--- config.mk ---
export PLATFORM = sky130hd
export DESIGN_NAME = m_fetch_x32
export DESIGN_NICKNAME = d
export VERILOG_FILES = /design/src/rtl/m_fetch_x32.sv
export SDC_FILE = /design/constraint.sdc
export NUM_CORES = 2
export LEC_CHECK = 0
export BUFFER_PORTS_ARGS = -buffer_cell sky130_fd_sc_hd__buf_2
export CORE_AREA = 2 2 360 362
export DETAILED_ROUTE_END_ITERATION = 10
export DIE_AREA = 0 0 362 364
export PLACE_DENSITY = 0.84
export SLEW_MARGIN = 15
export SYNTH_ARGS = -nofsm -noshare
export SYNTH_HDL_FRONTEND = slang
export SYNTH_SLANG_ARGS = --single-unit
--- constraint.sdc ---
create_clock -name w_clock -period 8.4 [get_ports w_clock]
set_input_delay 1.68 -clock w_clock [delete_from_list [all_inputs] [get_ports w_clock]]
set_output_delay 1.68 -clock w_clock [all_outputs]
set_load 0.05 [all_outputs]
--- src/rtl/m_fetch_x32.sv ---
// RV32 instruction-fetch stage: PC, loadable instruction memory, IF/ID pipeline
// register and a RUN/HALT FSM that stops on an all-zero (illegal) instruction word.
module m_fetch_x32 #(
  parameter logic [31:0] RESET_PC = 32'h0,
  parameter int          IMEM_AW  = 6
) (
  input  logic               w_clock,
  input  logic               w_reset,
  input  logic               w_stall,
  input  logic               w_redirect,
  input  logic [31:0]        w_redirect_pc,
  input  logic               w_imem_we,
  input  logic [IMEM_AW-1:0] w_imem_addr,
  input  logic [31:0]        w_imem_wdata,
  output logic [31:0]        r_pc,
  output logic [31:0]        r_id_pc,
  output logic [31:0]        r_id_ir,
  output logic               r_id_valid,
  output logic               r_halted,
  output logic [31:0]        r_fetch_count
);

  localparam logic [31:0] NOP = 32'h0000_0013;

  typedef enum logic {S_RUN = 1'b0, S_HALT = 1'b1} state_t;

  state_t      state_q, state_d;
  logic [31:0] pc_q, pc_d;
  logic [31:0] id_pc_q, id_pc_d;
  logic [31:0] id_ir_q, id_ir_d;
  logic        id_valid_q, id_valid_d;
  logic [31:0] cnt_q, cnt_d;
  logic [31:0] imem_q [0:(1<<IMEM_AW)-1];
  logic [31:0] w_inst;

  // Memory is not reset; a write on the same edge as a fetch of that word
  // leaves the fetch with the old contents because the read is combinational.
  always_ff @(posedge w_clock) begin
    if (w_imem_we) imem_q[w_imem_addr] <= w_imem_wdata;
  end

  assign w_inst = imem_q[pc_q[IMEM_AW+1:2]];

  // IF/ID handshake: r_id_valid is "valid", ~w_stall is "ready"; while not
  // ready everything holds. Redirect overrides stall and squashes IF/ID.
  always_comb begin
    state_d    = state_q;
    pc_d       = pc_q;
    id_pc_d    = id_pc_q;
    id_ir_d    = id_ir_q;
    id_valid_d = id_valid_q;
    cnt_d      = cnt_q;
    if (w_redirect) begin
      pc_d       = w_redirect_pc & ~32'd3;
      id_pc_d    = 32'h0;
      id_ir_d    = NOP;
      id_valid_d = 1'b0;
      state_d    = S_RUN;
    end else if (!w_stall) begin
      case (state_q)
        S_RUN: begin
          if (w_inst != 32'h0) begin
            id_ir_d    = w_inst;
            id_pc_d    = pc_q;
            id_valid_d = 1'b1;
            pc_d       = pc_q + 32'd4;
            cnt_d      = cnt_q + 32'd1;
          end else begin
            state_d    = S_HALT;
            id_valid_d = 1'b0;
            id_ir_d    = NOP;
          end
        end
        S_HALT:  id_valid_d = 1'b0;
        default: state_d = S_RUN;
      endcase
    end
  end

  always_ff @(posedge w_clock or posedge w_reset) begin
    if (w_reset) begin
      state_q    <= S_RUN;
      pc_q       <= RESET_PC;
      id_pc_q    <= 32'h0;
      id_ir_q    <= NOP;
      id_valid_q <= 1'b0;
      cnt_q      <= 32'h0;
    end else begin
      state_q    <= state_d;
      pc_q       <= pc_d;
      id_pc_q    <= id_pc_d;
      id_ir_q    <= id_ir_d;
      id_valid_q <= id_valid_d;
      cnt_q      <= cnt_d;
    end
  end

  assign r_pc          = pc_q;
  assign r_id_pc       = id_pc_q;
  assign r_id_ir       = id_ir_q;
  assign r_id_valid    = id_valid_q;
  assign r_halted      = (state_q == S_HALT);
  assign r_fetch_count = cnt_q;

endmodule

=== Word level (Yosys, flattened, before mapping) ===
Memories as Yosys holds them, arrays and structs flattened.
Cells that the tools add are included.

* Flip-flop bits (word level): 130
* RAM bits: 2048
* Input port bits: 75
* Output and inout port bits: 130
* Logic and storage cells: 41
* Memories: 1

* Add/subtract/negate cells: 2
* Equal/unequal tests: 2
* Muxes and demuxes: 22
* Bitwise gates (word level): 3
* Reduce and logical (&&, ||, !) cells: 5

{| class="wikitable"
|+ Memories
! name !! words !! width !! rd ports !! clocked after memory_dff !! wr ports !! RTL line !! source
|-
| imem_q || 64 || 32 || 1 || 0 || 1 || 33 || <nowiki>logic [31:0] imem_q [0:(1<<IMEM_AW)-1];</nowiki>
|}

{| class="wikitable"
|+ Operators with widths
! kind !! count
|-
| $mux W32 || 12
|-
| $add A32 B1 Y32 const B || 1
|-
| $add A32 B3 Y32 const B || 1
|-
| $reduce_bool A32 Y1 || 1
|-
| $mux W1 || 9
|-
| $reduce_and A4 Y1 || 1
|-
| $not A1 Y1 || 3
|-
| $reduce_and A3 Y1 || 1
|-
| $ne A2 B1 Y1 const B || 1
|-
| $ne A2 B2 Y1 const B || 1
|-
| $pmux W1 S2 || 1
|-
| $reduce_and A2 Y1 || 1
|-
| $reduce_bool A2 Y1 || 1
|}

=== Depth between registers and ports, before layout ===
An unclocked memory read counts as a cell.

* Depth in word-level cells: 6
* Mapped depth: 19
* Mapped depth without buffers: 10

=== Worst setup path after synthesis ===
Ideal clock, no wire load.

* Kind: input-to-reg
* From: input w_imem_addr[3]
* To: memory imem_q[48][0] (enable)
* Library setup time: 461 ps
* Arrival time: 4404 ps
* Data required time: 7939 ps
* Slack: 3535 ps
* Stages: 4
* Buffers on the path: 1
* Path through: clkbuf_1 nor2b_1 nand4b_1 nor3_1

{| class="wikitable"
|+ RTL lines
! item !! RTL line !! source
|-
| from (decl) || 13 || <nowiki>input logic [IMEM_AW-1:0] w_imem_addr,</nowiki>
|-
| to (decl) || 33 ||
|}

Straight into the memory's write port.

=== Final worst setup path ===
* From: register pc_q[3], in the netlist r_pc[3]
* To: register cnt_q[1], in the netlist r_fetch_count[1]

* Cells in the longest elaborated chain, start to end: 3

{| class="wikitable"
|+ RTL lines
! item !! RTL line !! source
|-
| from (decl) || 28 || <nowiki>logic [31:0] pc_q, pc_d;</nowiki>
|-
| from (signal assigned) || 90 || <nowiki>pc_q <= pc_d;</nowiki>
|-
| $mem_v2 Z64 W32 || n/a ||
|-
| $reduce_bool A32 Y1 || 62 || <nowiki>if (w_inst != 32'h0) begin</nowiki>
|-
| $reduce_and A4 Y1 (no line) || n/a ||
|-
| to (signal assigned) || 94 || <nowiki>cnt_q <= cnt_d;</nowiki>
|-
| to (decl) || 32 || <nowiki>logic [31:0] cnt_q, cnt_d;</nowiki>
|}

Every way passes these cells.
A chain may end at the register's enable or synchronous reset.

==> impl_metrics.sql <==
INSERT INTO impl_metrics (metric_group, metric, value, unit) VALUES
('status', 'run_status', 'complete, no violations', ''),
('layout', 'finalNetCount', '4578', ''),
('yosys', 'main_area_contributors_after_synthesis', 'sky130_fd_sc_hd__edfxtp_1, sky130_fd_sc_hd__mux4_2, sky130_fd_sc_hd__dfrtp_1', ''),
('floorplanning', 'die_x', '362', 'µm'),
('worst_setup_path', 'worstRegToRegCells', '13', ''),
('clock_tree', 'post-cts-setup-buffers', '0', ''),
('detailed_routing', 'detail_route.iter0.violations', '9222', ''),
('flow_run', 'cap_violations', '0', ''),
('worst_setup_path', 'worst-endpoint-required', '9110', 'ps'),
('worst_setup_path', 'worst_setup_path_start_kind', 'flop', ''),
('yosys', 'post_synth_instance_area', '0.08522', 'mm²'),
('clock_tree', 'post_cts_hold_buffer_count', '0', ''),
('clock_tree', 'cts_num_sinks', '2175', ''),
('floorplanning', 'dieArea', '0.1318', 'mm²'),
('place', 'place.port_buffers', '200', ''),
('floorplanning', 'i_o_pin_cnt', '205', ''),
('timing', 'timing_hold_violations_final', '0', ''),
('detailed_routing', 'ant_nets', '0', ''),
('layout', 'area_growth_synth_to_finish', '11.01', '%'),
('timing', 'final_max_slew_viol_count', '0', ''),
('place', 'placed_cells_incl_taps', '5976', ''),
('power', 'power.density', '249.8', 'mW/mm²'),
('grt', 'grt_antenna_before_repair', '22', ''),
('yosys', 'synthDistinctLibCells', '88', ''),
('grt', 'global_route_wire_length_before_repair', '353300', 'µm'),
('yosys', 'synth.yosys.seq_area_share', '75.90', '%'),
('clock_tree', 'post_cts.resized_instances', '0', ''),
('grt', 'via_count_of_the_first_global_routing_pass', '48330', ''),
('clock_tree', 'cts-root-buf', 'sky130_fd_sc_hd__clkbuf_16', ''),
('yosys', 'postSynthCellCount', '4208', ''),
('worst_hold_path', 'hold_path.startpoint', 'r_fetch_count[31]$_DFFE_PP0P_', ''),
('clock_tree', 'cts_tree', 'built', ''),
('worst_hold_path', 'worst_hold_path.num_cells', '1', ''),
('floorplanning', 'floorplan.core_area', '0.1283', 'mm²'),
('floorplanning', 'placement_rows', '132', ''),
('layout', 'final_layout_size_suffix_gt1_share', '25.62', '%'),
('layout', 'finish.cell_count_without_fillers', '6352', ''),
('floorplanning', 'initial_utilization', '66.41', '%'),
('worst_setup_path', 'standard_cell_with_the_maximum_stage_delay_on_the_critical_path', 'sky130_fd_sc_hd__dfrtp_4', ''),
('yosys', 'yosys_warnings', '0', ''),
('timing', 'fin_tns_setup', '0', 'ps'),
('detailed_routing', 'detailedRoute.firstPassIterationCount', '9', ''),
('clock_tree', 'cts_htree_levels', '4', ''),
('worst_setup_path', 'cp_data_arrival_time', '7160', 'ps'),
('worst_setup_path', 'cp_cell_sequence', 'buf_12 > buf_4 > mux4_2 > mux2_2 > a21oi_1 > a22oi_1 > nand2_1 > nand4b_1 > and4bb_4 > a31o_4 > nor2_2 > buf_4 > mux2_2', ''),
('floorplanning', 'die_y', '364', 'µm'),
('worst_setup_path', 'cp.buffers_inverters', '3', ''),
('worst_setup_path', 'worst_setup_path_end_kind', 'flop', ''),
('detailed_routing', 'routedWlPerCell', '39.66', 'µm'),
('worst_setup_path', 'worstSetupPathDepth', '13', ''),
('yosys', 'yosys.cell_count.top_type', 'sky130_fd_sc_hd__edfxtp_1', ''),
('timing', 'max-slew-margin-rel', '10.34', '%'),
('timing', 'maxClockFrequency', '0.1550', 'GHz'),
('yosys', 'synth_top_area_share', '72.17', '%'),
('detailed_routing', 'post_drt_via_cell_ratio', '7.604', ''),
('detailed_routing', 'detail_route.wirelength', '251900', 'µm'),
('grt', 'maximum_number_of_pins_on_one_net_before_global_route_repair', '102', ''),
('yosys', 'synth-seq-cells', '2175', ''),
('timing', 'final_period_minus_worst_setup_slack', '6453', 'ps'),
('clock_tree', 'worstSkewPairLatency', '850', 'ps'),
('worst_hold_path', 'timing.hold.worst.class', 'flop to flop', ''),
('timing', 'final.period_utilization', '76.82', '%'),
('timing', 'tightest_slew', '1337', 'ps'),
('worst_setup_path', 'crit_start', 'r_pc[3]$_DFFE_PP0P_', ''),
('timing', 'timing.final.setup_violations', '0', ''),
('detailed_routing', 'via_count', '48300', ''),
('yosys', 'netlist.top_cell.by_area', 'sky130_fd_sc_hd__edfxtp_1', ''),
('yosys', 'synthTopCellsByCount', 'sky130_fd_sc_hd__edfxtp_1, sky130_fd_sc_hd__mux4_2, sky130_fd_sc_hd__mux2i_1', ''),
('power', 'power.ir.vdd_worst', '0.1644', 'mV'),
('timing', 'grt_setup_unrepaired', 'false', ''),
('timing', 'fin_worst_skew', '40.50', 'ps');
[logic make-up (layout without fill, tap and decap cells)]
kind of cell | after synthesis | after routing | synth area share [%]
buffers and inverters | 259 | 719 | 2.056
AOI/OAI and AO/OA | 430 | 430 | 3.489
adders and majority gates | 2 | 2 | 0.02936
and+or+nand+nor | 611 | 611 | 3.452
DFF | 2175 | 2175 | 75.90
xor gates and xnor gates | 32 | 32 | 0.3289
other | 1 | 10 | 0.004400
muxes | 698 | 698 | 14.74
[state kept, by name, summed over array words and instances, names as in the netlist]
| signal | cells |
|---|---|
| r_id_pc | 31 |
| r_halted | 1 |
| r_pc | 30 |
| imem_q | 2048 |
| r_id_ir | 32 |
| r_id_valid | 1 |
| r_fetch_count | 32 |
[metal layers]
layer,up-vias,global-route usage [%],routed length (µm)
met5,-,1.452,486
met4,34,24.74,20250
met3,1267,13.71,41420
met2,5146,58.45,113900
met1,23930,48.11,75840
li1,17920,-,-
[worst reg2reg max path, stage by stage, from the launching register on]
cell and delay (ps):
sky130_fd_sc_hd__dfrtp_4 970, sky130_fd_sc_hd__buf_12 490, sky130_fd_sc_hd__buf_4 450, sky130_fd_sc_hd__mux4_2 550, sky130_fd_sc_hd__mux2_2 280, sky130_fd_sc_hd__a21oi_1 830, sky130_fd_sc_hd__a22oi_1 220, sky130_fd_sc_hd__nand2_1 430
sky130_fd_sc_hd__nand4b_1 190, sky130_fd_sc_hd__and4bb_4 460, sky130_fd_sc_hd__a31o_4 900, sky130_fd_sc_hd__nor2_2 20, sky130_fd_sc_hd__buf_4 250, sky130_fd_sc_hd__mux2_2 290
[final timing paths]
check | endpoint | slack [ps]
hold / removal | r_fetch_count[31]$_DFFE_PP0P_ | 470
min in group asynchronous | r_fetch_count[19]$_DFFE_PP0P_ | 1040
max in group asynchronous | r_pc[5]$_DFFE_PP0P_ | 6010
setup reg to reg | r_fetch_count[1]$_DFFE_PP0P_ | 1950
setup / recovery | r_fetch_count[1]$_DFFE_PP0P_ | 1950
hold reg to reg | r_fetch_count[31]$_DFFE_PP0P_ | 470
[stage by stage]
stage               setup WS (ps)  util, %  power, W  hold WS [ps]  area [µm²]
finish                       1947    73.72   0.02364         467.2       94600
global route                 1897    73.71   0.02401         493.2       94590
CTS                          2334    73.64   0.02350         468.9       94510
detailed placement           2527    68.83   0.01490         458.0       88330
global placement             2462    68.83   0.01482         455.6       88320
floorplan                    3341        -   0.01397         693.9       85220
[layout by cell type, fill, tap and decap left out, types with 23 or more instances in the layout]
| cell | synthesis | final |
|---|---|---|
| sky130_fd_sc_hd__nand3_1 | 57 | 57 |
| sky130_fd_sc_hd__a21oi_1 | 87 | 87 |
| sky130_fd_sc_hd__mux2_2 | 33 | 33 |
| sky130_fd_sc_hd__a22oi_1 | 66 | 66 |
| sky130_fd_sc_hd__nor2b_1 | 29 | 27 |
| sky130_fd_sc_hd__nor2_1 | 152 | 88 |
| sky130_fd_sc_hd__o21ai_0 | 62 | 61 |
| sky130_fd_sc_hd__a31oi_1 | 40 | 39 |
| sky130_fd_sc_hd__nand2_1 | 221 | 221 |
| sky130_fd_sc_hd__mux4_2 | 441 | 441 |
| sky130_fd_sc_hd__clkinv_1 | 0 | 59 |
| sky130_fd_sc_hd__clkinv_2 | 0 | 40 |
| sky130_fd_sc_hd__dfrtp_1 | 124 | 119 |
| sky130_fd_sc_hd__edfxtp_1 | 2048 | 2048 |
| sky130_fd_sc_hd__mux2i_1 | 223 | 223 |
| sky130_fd_sc_hd__buf_2 | 64 | 187 |
| sky130_fd_sc_hd__clkbuf_1 | 60 | 32 |
| sky130_fd_sc_hd__buf_4 | 43 | 130 |
| sky130_fd_sc_hd__xor2_1 | 23 | 23 |
| sky130_fd_sc_hd__nor2_4 | 0 | 62 |
| sky130_fd_sc_hd__clkbuf_16 | 0 | 202 |
[layout make-up]
| cell class | count | area [µm²] |
|---|---|---|
| diodes | 8 | 20.02 |
| clock buffers | 237 | 5216 |
| clock inverters | 129 | 962.2 |
| fillers | 6440 | 33720 |
| inverters | 20 | 81.33 |
| multi-input cells | 1775 | 19300 |
| flip-flops and latches | 2175 | 64700 |
| well taps | 1675 | 2096 |
| repair buffers | 333 | 2232 |
[report_power, final]
part           switching (W)  leakage [nW]  internal [W]
Combinational        0.00183          8.16      0.000904
Sequential          0.000147          20.0        0.0120
Clock                0.00397          3.04       0.00479
No activity file was read; power rests on OpenSTA's default activity.
